$ cat config.mk
export PLATFORM = sky130hd
export DESIGN_NAME = shift_unit
export DESIGN_NICKNAME = d
export VERILOG_FILES = /design/src/rtl/shift_unit.sv
export SDC_FILE = /design/constraint.sdc
export NUM_CORES = 1
export LEC_CHECK = 0
export ABC_CLOCK_PERIOD_IN_PS = 4400
export CORE_MARGIN = 8
export CORE_UTILIZATION = 30
export DETAILED_ROUTE_END_ITERATION = 12
export SLEW_MARGIN = 40
export SYNTH_ARGS = -nofsm -noshare
export SYNTH_HDL_FRONTEND = slang
export SYNTH_SLANG_ARGS = --single-unit
$ cat constraint.sdc
create_clock -name i_clk -period 4.4 [get_ports i_clk]
set_clock_uncertainty 0.1 [all_clocks]
set_input_delay 0.88 -clock i_clk [delete_from_list [all_inputs] [get_ports i_clk]]
set_output_delay 0.88 -clock i_clk [all_outputs]
set_load 0.02 [all_outputs]
$ cat src/rtl/shift_unit.sv
// Multi-cycle shifter/rotator: five shift/rotate modes, up to STEP bits per cycle,
// start/done handshake with a registered result, carry-out and illegal-op flag.
module shift_unit #(
    parameter int WIDTH = 32,
    parameter int STEP  = 1,
    localparam int AW   = $clog2(WIDTH)
) (
    input  logic             i_clk,
    input  logic             i_clear,
    input  logic             i_start,
    input  logic [2:0]       i_op,
    input  logic [WIDTH-1:0] i_operand,
    input  logic [AW-1:0]    i_amount,
    output logic [WIDTH-1:0] o_result,
    output logic             o_carry,
    output logic             o_busy,
    output logic             o_done,
    output logic             o_illegal
);
    localparam logic [2:0] OP_SHR  = 3'd0;
    localparam logic [2:0] OP_SHRA = 3'd1;
    localparam logic [2:0] OP_SHL  = 3'd2;
    localparam logic [2:0] OP_ROR  = 3'd3;
    localparam logic [2:0] OP_ROL  = 3'd4;

    // Step and width need one extra bit: STEP may equal WIDTH.
    localparam logic [AW:0] L_STEP = (AW+1)'(STEP);
    localparam logic [AW:0] L_W    = (AW+1)'(WIDTH);
    localparam logic [AW:0] L_ONE  = (AW+1)'(1);

    typedef enum logic [1:0] {S_IDLE, S_SHIFT, S_DONE} state_t;

    state_t           r_state;
    state_t           w_next;
    logic [WIDTH-1:0] r_work;
    logic [2:0]       r_op;
    logic [AW-1:0]    r_rem;
    logic             r_carry;
    logic             r_illegal;

    logic             w_legal;
    logic [AW:0]      w_k;
    logic [AW-1:0]    w_rt_idx;
    logic [AW-1:0]    w_lt_idx;
    logic [WIDTH-1:0] w_shifted;
    logic             w_cout;

    assign w_legal = (r_op <= OP_ROL);

    always_ff @(posedge i_clk) begin
        if (i_clear) r_state <= S_IDLE;
        else         r_state <= w_next;
    end

    always_comb begin
        w_next = r_state;
        case (r_state)
            S_IDLE:  if (i_start) w_next = S_SHIFT;
            S_SHIFT: if (!w_legal || r_rem == '0) w_next = S_DONE;
            S_DONE:  w_next = S_IDLE;
            default: w_next = S_IDLE;
        endcase
    end

    // One step of k = min(STEP, remaining) bits; carry is the last bit across the edge.
    always_comb begin
        w_k       = ({1'b0, r_rem} > L_STEP) ? L_STEP : {1'b0, r_rem};
        w_rt_idx  = AW'(w_k - L_ONE);
        w_lt_idx  = AW'(L_W - w_k);
        w_shifted = r_work;
        w_cout    = 1'b0;
        case (r_op)
            OP_SHR: begin
                w_shifted = r_work >> w_k;
                w_cout    = r_work[w_rt_idx];
            end
            OP_SHRA: begin
                w_shifted = $signed(r_work) >>> w_k;
                w_cout    = r_work[w_rt_idx];
            end
            OP_SHL: begin
                w_shifted = r_work << w_k;
                w_cout    = r_work[w_lt_idx];
            end
            OP_ROR: begin
                w_shifted = (r_work >> w_k) | (r_work << (L_W - w_k));
                w_cout    = r_work[w_rt_idx];
            end
            OP_ROL: begin
                w_shifted = (r_work << w_k) | (r_work >> (L_W - w_k));
                w_cout    = r_work[w_lt_idx];
            end
            default: ;
        endcase
    end

    always_ff @(posedge i_clk) begin
        if (i_clear) begin
            r_work    <= '0;
            r_op      <= '0;
            r_rem     <= '0;
            r_carry   <= 1'b0;
            r_illegal <= 1'b0;
        end else begin
            case (r_state)
                S_IDLE: if (i_start) begin
                    r_work    <= i_operand;
                    r_op      <= i_op;
                    r_rem     <= i_amount;
                    r_carry   <= 1'b0;
                    r_illegal <= 1'b0;
                end
                S_SHIFT: begin
                    if (!w_legal) begin
                        r_illegal <= 1'b1;
                    end else if (r_rem != '0) begin
                        r_work  <= w_shifted;
                        r_rem   <= r_rem - AW'(w_k);
                        r_carry <= w_cout;
                    end
                end
                default: ;
            endcase
        end
    end

    assign o_result  = r_work;
    assign o_carry   = r_carry;
    assign o_illegal = r_illegal;
    assign o_busy    = (r_state != S_IDLE);
    assign o_done    = (r_state == S_DONE);
endmodule

==> results.ini <==
[synth]
synth_edf_count = 0
synthCells = 543
synth-xor-area-share_pct = 0.4454
synth_top_family_by_area = simple AND/OR/NAND/NOR gates
netlist_area_um2 = 3933
async_flop_share_pct = 0
synth_flop_cell = dfxtp_1
synth_top_area_cell = dfxtp_1
syn_avg_cell_area_um2 = 7.242
synth_seq_cells = 44
synth_warnings = 0
synth.most_common_cell = nor2_1
synth_top_area_share_pct = 22.40
yosys.area_share.simple_pct = 28.16
seq_area_frac_synth_pct = 22.40
synth.area.mux_share_pct = 13.97
synth_commonest_cells = nor2_1, nand2_1, a21oi_1, dfxtp_1, clkbuf_1
synthTopCellsByArea = dfxtp_1, nor2_1, mux4_2
yosys.area_share.adder_pct = 0.6363
synth.net_count = 588
ys_types = 61
synth_compound_area_share_pct = 27.08

[global_routing]
gr-usage-all-layers_pct = 19.35
grt-ovfl-total = 0
grt_start_max_net_pins = 49
grt_pass1_vias = 4527
antenna_found_initial = 0
grt_pass1_wl_um = 25720

[sta]
rsz0062_at_grt = false
drv_slew = 0
max_freq_mhz = 300.5
slew_headroom_pct = 44.18
timing.final.setup_violations = 0
hold_violations = 0
fin_crit_sh_pct = 75.63
period_minus_slack_ns = 3.328
tightest_slew_ns = 0.8364
fin_tns_setup_ns = 0

[worst_setup_path]
cp_data_arrival_time_ns = 3.43
required_ns = 4.51
worstSetupEndpointType = flip-flop
critPathMaxFanout = 14
criticalPathCategory = reg -> reg
crit_slowest_cell = nor4_4
slowest_delay_ns = 0.68
start_kind = flip-flop
crit_chain = nor2_1 > nand2_2 > inv_2 > ha_1 > inv_1 > nor4_4 > buf_6 > o21ai_0 > o21bai_1 > a311oi_1

[finish]
n_antenna_cell = 0
final_cells = 757
drive_above_1_share_pct = 8.434
stdcell_area_um2 = 4897
final_nets = 625
area_delta_synth_final_pct = 24.53

[route]
vias_per_cell = 5.992
routedWlPerCell_um = 21.65
finalWirelength_um = 16390
drt_first_pass_iters = 5
vias = 4536
ant_nets = 0
drt_iter0_markers = 607
remaining_drc_errors = 0

[placed_design]
dpl_cell_area_um2 = 4751
dp_hpwl_um = 11130
gp_congestion = 0.8989
place_inst = 749
port_buffers = 78

[clocking]
cts_root_buffer = clkbuf_16
cts_tree = yes
cts_max_level = 2
cts.sinks = 44
post_cts_buffers = 0
path_clk_slew_ns = 0.07
clk-insertion-delay-late_ns = 0.29
cts_inserted_buffers = 5
cts_hold_buffers = 0
cts_resized = 0
cts_max_path_buffers = 2

[worst_hold_path]
min_path_type = reg -> reg

[flow_run]
maxCapViolations = 0

[die]
die-width_um = 130.5
dieArea_um2 = 17030
initial_core_util_pct = 30.17
pin_count = 79
core_region_area_um2 = 13030
rows = 42
die_h_um = 130.5

[outcome]
status = complete, no violations

[power]
peakVddDrop_mv = 0.2202
p_per_area_nw_per_um2 = 495.5
p_leak_nw = 1.706

worst paths after layout:
path                                start  depth (start not counted)  slack, ns            to
worst max-delay path             r_rem[1]                         10       1.07  o_result[21]
worst min register to register  o_illegal                          2       0.37     o_illegal
worst min-delay path            o_illegal                          2       0.37     o_illegal
worst max register to register   r_rem[1]                         10       1.07  o_result[21]
through the flow:
step           utilization [%]  total power, mW  hold slack (ns)  worst slack, ns
2_1_floorplan                -            1.574           0.3919            1.370
3_5_place_dp             36.45            2.011           0.3620           0.9060
6_report                 37.58            2.427           0.3721            1.072
4_1_cts                  37.58            2.407           0.3737            1.140
5_1_grt                  37.58            2.572           0.4082           0.8565
3_3_place_gp             36.29            2.000           0.3634           0.9913
cells by family after synthesis:
| group | after synthesis |
|---|---|
| adders and majority gates | 2 |
| DFF | 44 |
| muxes | 37 |
| and+or+nand+nor | 237 |
| AOI/OAI and AO/OA | 157 |
| other | 1 |
| buffers and inverters | 63 |
| xor gates and xnor gates | 2 |
layout make-up:
class	instances	area, um2
clock buffer	8	146.4
fill	1424	8135
inverter	8	30.03
multi-input combinational	436	2783
sequential	44	880.8
tap	176	220.2
timing repair buffer	85	837.1
critical path, delay by kind of cell (launching register included):
kind	cells	cell delay [ns]
AOI/OAI and AO/OA	3	0.55
adders and majority gates	1	0.50
buffers and inverters	3	0.58
DFF	1	0.37
and+or+nand+nor	3	1.14
sequential cells by signal, indices dropped and copies added, names as in the netlist:
| name | count |
|---|---|
| o_carry | 1 |
| o_illegal | 1 |
| o_result | 32 |
| r_op | 3 |
| r_rem | 5 |
| r_state | 2 |
where the power goes:
part           leakage, nW  internal (mW)  switching (mW)  total (mW)
combinational         1.27          0.552           0.820        1.37
sequential           0.363          0.468           0.190       0.658
clock               0.0712          0.227           0.169       0.396
placed cells by master (no fill, tap or decap), types with 4 or more instances in the layout:
master	netlist	layout
a22o_1	4	4
buf_4	3	6
nor4_1	12	12
o21ai_0	30	30
mux2i_1	20	20
nor3_1	27	27
a211oi_1	9	9
a221oi_1	4	4
o31ai_1	8	8
mux4_2	14	14
nor2_1	87	85
a21oi_1	44	44
clkbuf_16	0	5
a31oi_1	8	8
a311oi_1	8	8
dfxtp_1	44	44
inv_1	6	6
o32ai_1	6	6
and3_1	8	8
clkdlybuf4s50_1	0	78
or3_1	5	5
o211ai_1	9	9
nand3_1	14	14
a2111oi_2	4	4
nand2_1	60	60
layer usage:
layer  wire (um)  track usage [%]  vias up  share of wire (%)
met4         385            6.550        0                2.3
met1        6788            25.79     2149                 41
met5           0                0        -                  0
met3        1939            5.357       26                 12
li1            -                -     2087                  -
met2        7272            29.37      274                 44
Note: power is estimated with default switching activity, not from simulation.
